===== src/rtl/mem_bus_arbiter.sv =====
// Arbitrates one external bus between fetch and data ports.
// Data wins ties, bounded by a burst limit; hung transfers time out.
module mem_bus_arbiter #(
  parameter int ADDR_W         = 32,
  parameter int DATA_W         = 32,
  parameter int DATA_BURST_MAX = 4,
  parameter int TIMEOUT_CYCLES = 255
) (
  input  logic                clk,
  input  logic                rst_n,
  input  logic                imem_valid,
  input  logic [ADDR_W-1:0]   imem_addr,
  output logic [DATA_W-1:0]   imem_rdata,
  output logic                imem_ready,
  output logic                imem_err,
  input  logic                dmem_valid,
  input  logic                dmem_we,
  input  logic [DATA_W/8-1:0] dmem_wstrb,
  input  logic [ADDR_W-1:0]   dmem_addr,
  input  logic [DATA_W-1:0]   dmem_wdata,
  output logic [DATA_W-1:0]   dmem_rdata,
  output logic                dmem_ready,
  output logic                dmem_err,
  output logic                bus_valid,
  output logic                bus_we,
  output logic [DATA_W/8-1:0] bus_wstrb,
  output logic [ADDR_W-1:0]   bus_addr,
  output logic [DATA_W-1:0]   bus_wdata,
  input  logic [DATA_W-1:0]   bus_rdata,
  input  logic                bus_ready
);

  localparam int STRB_W = DATA_W / 8;
  localparam logic [3:0]  BURST_MAX = 4'(DATA_BURST_MAX);
  localparam logic [15:0] TMO_LAST  = 16'(TIMEOUT_CYCLES - 1);

  typedef enum logic [1:0] {
    IDLE = 2'd0,
    IGNT = 2'd1,
    DGNT = 2'd2
  } state_e;

  state_e             state_q, state_d;
  logic [3:0]         burst_q, burst_d;
  logic [15:0]        tmo_q, tmo_d;
  logic               bus_valid_q, bus_valid_d;
  logic               bus_we_q, bus_we_d;
  logic [STRB_W-1:0]  bus_wstrb_q, bus_wstrb_d;
  logic [ADDR_W-1:0]  bus_addr_q, bus_addr_d;
  logic [DATA_W-1:0]  bus_wdata_q, bus_wdata_d;

  logic dgnt_ok;
  logic tmo_hit;
  logic done;

  assign dgnt_ok = dmem_valid && !(imem_valid && burst_q == BURST_MAX);
  // bus_ready in the last wait cycle still counts as a normal completion
  assign tmo_hit = (tmo_q == TMO_LAST) && !bus_ready;
  assign done    = bus_ready || tmo_hit;

  always_ff @(posedge clk) begin
    if (!rst_n) begin
      state_q     <= IDLE;
      burst_q     <= '0;
      tmo_q       <= '0;
      bus_valid_q <= 1'b0;
      bus_we_q    <= 1'b0;
      bus_wstrb_q <= '0;
      bus_addr_q  <= '0;
      bus_wdata_q <= '0;
    end else begin
      state_q     <= state_d;
      burst_q     <= burst_d;
      tmo_q       <= tmo_d;
      bus_valid_q <= bus_valid_d;
      bus_we_q    <= bus_we_d;
      bus_wstrb_q <= bus_wstrb_d;
      bus_addr_q  <= bus_addr_d;
      bus_wdata_q <= bus_wdata_d;
    end
  end

  always_comb begin
    state_d     = state_q;
    burst_d     = burst_q;
    tmo_d       = tmo_q;
    bus_valid_d = bus_valid_q;
    bus_we_d    = bus_we_q;
    bus_wstrb_d = bus_wstrb_q;
    bus_addr_d  = bus_addr_q;
    bus_wdata_d = bus_wdata_q;
    unique case (state_q)
      IDLE: begin
        if (dgnt_ok) begin
          state_d     = DGNT;
          tmo_d       = '0;
          bus_valid_d = 1'b1;
          bus_we_d    = dmem_we;
          bus_wstrb_d = dmem_wstrb;
          bus_addr_d  = dmem_addr;
          bus_wdata_d = dmem_wdata;
          if (!imem_valid)
            burst_d = '0;
          else if (burst_q != BURST_MAX)
            burst_d = burst_q + 4'd1;
        end else if (imem_valid) begin
          state_d     = IGNT;
          tmo_d       = '0;
          burst_d     = '0;
          bus_valid_d = 1'b1;
          bus_we_d    = 1'b0;
          bus_wstrb_d = '1;
          bus_addr_d  = imem_addr;
          bus_wdata_d = '0;
        end
      end
      IGNT, DGNT: begin
        if (done) begin
          state_d     = IDLE;
          tmo_d       = '0;
          bus_valid_d = 1'b0;
          bus_we_d    = 1'b0;
          bus_wstrb_d = '0;
          bus_addr_d  = '0;
          bus_wdata_d = '0;
        end else begin
          tmo_d = tmo_q + 16'd1;
        end
      end
      default: state_d = IDLE;
    endcase
  end

  always_comb begin
    imem_ready = 1'b0;
    imem_err   = 1'b0;
    imem_rdata = '0;
    dmem_ready = 1'b0;
    dmem_err   = 1'b0;
    dmem_rdata = '0;
    unique case (state_q)
      IGNT: begin
        imem_ready = done;
        imem_err   = tmo_hit;
        imem_rdata = bus_ready ? bus_rdata : '0;
      end
      DGNT: begin
        dmem_ready = done;
        dmem_err   = tmo_hit;
        dmem_rdata = bus_ready ? bus_rdata : '0;
      end
      default: ;
    endcase
  end

  assign bus_valid = bus_valid_q;
  assign bus_we    = bus_we_q;
  assign bus_wstrb = bus_wstrb_q;
  assign bus_addr  = bus_addr_q;
  assign bus_wdata = bus_wdata_q;

endmodule


===== config.mk =====
export PLATFORM = sky130hd
export DESIGN_NAME = mem_bus_arbiter
export DESIGN_NICKNAME = d
export VERILOG_FILES = /design/src/rtl/mem_bus_arbiter.sv
export SDC_FILE = /design/constraint.sdc
export NUM_CORES = 1
export LEC_CHECK = 0
export CORE_UTILIZATION = 37
export DETAILED_ROUTE_END_ITERATION = 10
export PLACE_DENSITY = 0.93
export REMOVE_ABC_BUFFERS = 1
export SLEW_MARGIN = 20
export SYNTH_ARGS = -nofsm -noshare
export SYNTH_HDL_FRONTEND = slang
export SYNTH_SLANG_ARGS = --single-unit

===== constraint.sdc =====
create_clock -name clk -period 2.5 [get_ports clk]
set_input_delay 0.25 -clock clk [delete_from_list [all_inputs] [get_ports clk]]
set_output_delay 0.25 -clock clk [all_outputs]
set_load 0.02 [all_outputs]

==> results_dict.tcl <==
set metrics [dict create \
    status "completed" \
    period_minus_slack_ps 2250 \
    cts_tree "built" \
    grt_max_degree 70 \
    core_sq_um 11000 \
    synth_cell_types 47 \
    grt.total_usage_pct 24.4 \
    post_dp_cell_area_sq_um 7130 \
    seq_power_share_pct 38.0 \
    synth_most_common_cell "dfxtp_1" \
    postRouteAntennaNets 0 \
    max_freq_ghz 0.444 \
    grt_first_pass_wirelength_um 22500 \
    power_density_nw_per_um2 587 \
    power_frac_clock_pct 35.2 \
    synthesis.area_sq_um 4240 \
    rsz0062_at_grt "no" \
    ys_seq_area_share_pct 43.4 \
    fin_worst_skew_ps 6.15 \
    power_leakage_nw 3.01 \
    antenna_found_initial 0 \
    p_int_mw 3.17 \
    start_util_pct 38.6 \
    area_delta_synth_final_pct 76.3 \
    ys_warn_count 0 \
    p_switching_mw 1.22 \
    cts_max_path_buffers 2 \
    fin_nets 846 \
    hp-class "register to register" \
    cts_root_buffer "clkbuf_16" \
    swShare_pct 27.8 \
    tightest_slew_ps 538 \
    maxCapViolations 0 \
    setup_viol 0 \
    dp_hpwl_um 11000 \
    drt_pass1_iterations 4 \
    wl_per_cell_um 17.8 \
    worstPathRequired_ps 2250 \
    timing.final.crit_share_pct 90.0 \
    critPathCaptureType "output pin" \
    synthFlopType "dfxtp_1" \
    rows 38 \
    overflow 0 \
    fin_setup_tns_ps 0 \
    drtIter0Drc 340 \
    grt_pass1_vias 4490 \
    antenna_cells 0 \
    die_h_um 109 \
    via_per_inst 5.43 \
    power_frac_comb_pct 26.8 \
    synth_area_leaders "dfxtp_1 (43%), and3_1 (9.7%), mux2i_1 (7.8%)" \
    ys_top_cells_by_count "dfxtp_1 (92), and3_1 (66), o2bb2ai_1 (36)" \
    cp_max_fo 5 \
    hold_buffers 0 \
    ys_async_sr_fraction_pct 0 \
    postCtsSetupBuffers 0 \
    via_count 4594 \
    clk_pin_slew_ps 60 \
    clock_sinks 92 \
    cp-start-kind "register" \
    ys_seq_elements 92 \
    clk_latency_ps 340 \
    maxSlewHeadroom_pct 64.1 \
    synthesis.instances 442 \
    synth_top_area_share_pct 43.4 \
    synth_edf_count 0 \
    io_pins 276 \
    drive_gt1_share_pct 4.96 \
    globalplace.congestion 0.802 \
    wl_um 15000 \
    syn_area_per_cell_sq_um 9.60 \
    ir_drop_v 0.000416 \
    utilization_pct 68.1 \
    synth_top_area_cell "dfxtp_1" \
    crit_type "register to output pin" \
    final_max_slew_viol_count 0 \
    hold_viol_final 0 \
    cts_buffers 9 \
    drc 0 \
    finalInstanceArea_sq_um 7480 \
    portBuffers 275 \
    htree_levels 3 \
    arrival_ps 2000 \
    fp.dieW_um 109 \
    die_area_sq_um 11900 \
]
[power groups by stage]
stage               Clock, mW  Combinational (mW)  Sequential (mW)
finish                   1.54                1.18             1.67
floorplan                   0               0.343             1.83
detailed placement          0                1.17             1.69
CTS                      1.56                1.18             1.67
global route             1.64                1.24             1.68
global placement            0                1.14             1.69
[cells in the final DEF, fill, tap and decap left out, drive strengths merged, types with 3 or more instances in the layout]
cell type,synthesis,layout
a22o,33,33
inv,8,8
o21ai,12,12
mux2i,33,33
o2111ai,3,3
clkbuf,22,10
nand4,5,5
bufinv,0,3
buf,17,12
a31oi,8,8
nor2,11,11
nor2b,3,3
nand2,22,22
and2,4,4
clkdlybuf4s50,0,271
dfxtp,92,92
clkinvlp,0,3
ha,7,7
a21oi,8,8
or3,7,7
nand3,17,17
o2bb2ai,36,36
and3,66,66
[metal layers]
layer  up-vias  track usage [%]  part of all wire [%]
met5         -                0                     0
met1      2130             27.0                    37
met3        28             7.23                   9.9
met2       249             43.4                    50
met4         0             10.0                   2.5
li1       2187                -                     -
[metrics by stage]
step | setup slack [ps] | hold slack [ps] | total power, mW | std cells
6_report | 250 | 464 | 4.39 | 846
5_1_grt | 116 | 481 | 4.56 | 846
4_1_cts | 26.5 | 466 | 4.41 | 846
3_5_place_dp | 178 | 447 | 2.86 | 830
3_3_place_gp | 345 | 445 | 2.83 | 830
2_1_floorplan | -793 | 372 | 2.17 | 403
[area by class of cell]
cell class / count / area (sq um)
clock inverter: 6 / 113
multi-input combinational: 303 / 2190
tap: 140 / 175
timing repair buffer: 287 / 2910
clock buffer: 10 / 229
inverter: 8 / 30.0
fill: 806 / 3500
sequential: 92 / 1840
[state kept, by name, summed over array words and instances (netlist names)]
register / cells
burst_q: 4
bus_addr: 32
bus_valid: 1
bus_wdata: 32
bus_we: 1
bus_wstrb: 4
state_q: 2
tmo_q: 16
[path summary, 6_finish.rpt]
path | cells after the start | end | start | slack [ps]
hold reg to reg | 1 | bus_addr[4]$_SDFFE_PN0P_ | bus_addr[4]$_SDFFE_PN0P_ | 460
setup reg to reg | 8 | bus_wdata[24]$_SDFFE_PN0P_ | state_q[0]$_SDFFE_PN0P_ | 370
hold / removal | 1 | bus_addr[4]$_SDFFE_PN0P_ | bus_addr[4]$_SDFFE_PN0P_ | 460
setup / recovery | 7 | imem_ready | tmo_q[0]$_SDFFE_PN0P_ | 250
[kinds of logic (layout without fill, tap and decap cells)]
kind of cell | Yosys count | in the layout | synth area share [%]
flops | 92 | 92 | 43.4
fa+ha+maj | 7 | 7 | 2.06
xor+xnor | 1 | 1 | 0.206
mux | 33 | 33 | 7.79
buf+inv | 47 | 311 | 5.37
simple gates | 154 | 154 | 21.2
compound gates | 108 | 108 | 20.0
[critical path, stage by stage (launching register included)]
cell and delay [ps]:
dfxtp_1 340, inv_1 90, ha_1 140, nor4b_2 260, nand4_1 160, nor2b_1 180
nor2b_1 140, dlygate4sd2_1 350
[timing repair]
item                                    in CTS  in global routing
endpoints found under the setup margin       4                  2
hold endpoints to repair                     0                  0
gates resized for setup                      3                  2
No activity file was read; power rests on OpenSTA's default activity.
==> variant (config.mk and constraints unchanged) <==
The parameter `ADDR_W` goes from 32 to 64.
--- a/src/rtl/mem_bus_arbiter.sv
+++ b/src/rtl/mem_bus_arbiter.sv
@@ -3,3 +3,3 @@
 module mem_bus_arbiter #(
-  parameter int ADDR_W         = 32,
+  parameter int ADDR_W         = 64,
   parameter int DATA_W         = 32,
Interface: changed (resized bus_addr, dmem_addr and imem_addr); port bits go from 276 to 372. The function was not compared with the original's and may differ.
==> variant against the unedited design <==
Routed wire length grew 52%; via count grew 30%; synthesized area rose by 28%; largest power group is now the clock network; cell area increased by 34%; core utilization is 2.8 points higher; total power rose by 46%; sequential cell count grew 32; largest cell class unchanged; critical path type is now flop to flop; count of clock-buffer cells in the layout is 11 higher; worst setup slack got worse by 0.15 ns.
==> variant: results (changes against the unedited design) <==
{| class="wikitable"
! Metric !! Value
|-
| Worst setup endpoint || bus_wdata[26]
|-
| GR Layer Usage met2 || 49.41% (+6.1 points)
|-
| Share of the yosys chip area belonging to registers || 45.54% (+2.1 points)
|-
| Placement-stage cell area || 9439 um^2 (+32%)
|-
| Final weighted congestion of routability-driven global placement || 0.8544 (+6.6%)
|-
| Initial drt markers || 281 (-17%)
|-
| Fillers || 1007 (+25%)
|-
| Launching instance or port of the critical path || tmo_q[15]
|-
| Post-place setup slack || -0.07820 ns (-0.2559 ns)
|-
| Worst-case reg-to-reg path depth || 6 (-2)
|-
| Number of antenna violations at the first check in global routing || 3 (+3)
|-
| Number of levels the H-tree was split into || 4 (+1)
|-
| Master of the slowest instance on the critical path || sky130_fd_sc_hd__or4_4
|-
| Met1 track demand over resource in global routing || 28.27% (+1.2 points)
|-
| Sink of the worst hold path || bus_wdata[15]
|-
| Post-layout util || 70.90% (+2.8 points)
|-
| Max Clock Freq || 415.8 MHz (-6.4%)
|-
| CTS Buf Count || 17 (+8)
|-
| Result of the run || complete, no violations
|-
| Clock skew || 0.01463 ns (+0.008479 ns)
|-
| Comb pwr share || 26.7% (about the same)
|-
| Global Route met3 Usage || 10.79% (+3.6 points)
|-
| Global-route usage over all layers || 28.76% (+4.3 points)
|-
| Ratio of cells with drive above 1 in the final layout || 7.996% (+3.0 points)
|-
| Vias post-DR || 5967 (+30%)
|-
| NetSw || 0.001826 W (+50%)
|}
-- variant: cell count changes after synthesis, sizes merged, moves of 8 or more --
cell	before	now
clkbuf	22	32
o2bb2ai	36	68
nand2	22	10
or4	2	10
mux2i	33	64
nand3	17	6
dfxtp	92	124
-- variant: timing repair --
item / CTS / global route
resized for setup: 21 / 6
endpoints found under the setup margin: 4 / 48
pin swaps: 2 / 2
-- variant: logic make-up after synthesis --
logic type / Yosys count / share of synthesized area [%]
AO/OA/AOI/OAI: 140 / 20.68
AND/OR/NAND/NOR: 138 / 14.99
flip-flops: 124 / 45.54
multiplexers: 64 / 11.75
buffers and inverters: 56 / 4.476
adder cells (fa/ha/maj): 7 / 1.607
XOR/XNOR: 6 / 0.9640
-- variant: layout make-up --
type,instances,area share [%]
diodes,3,0.07483
clock buffers,21,4.689
clock inverters,9,0.9479
inverters,10,0.3742
multi-input cells,355,27.68
flip-flops and latches,124,24.74
well taps,180,2.245
repair buffers,394,39.25
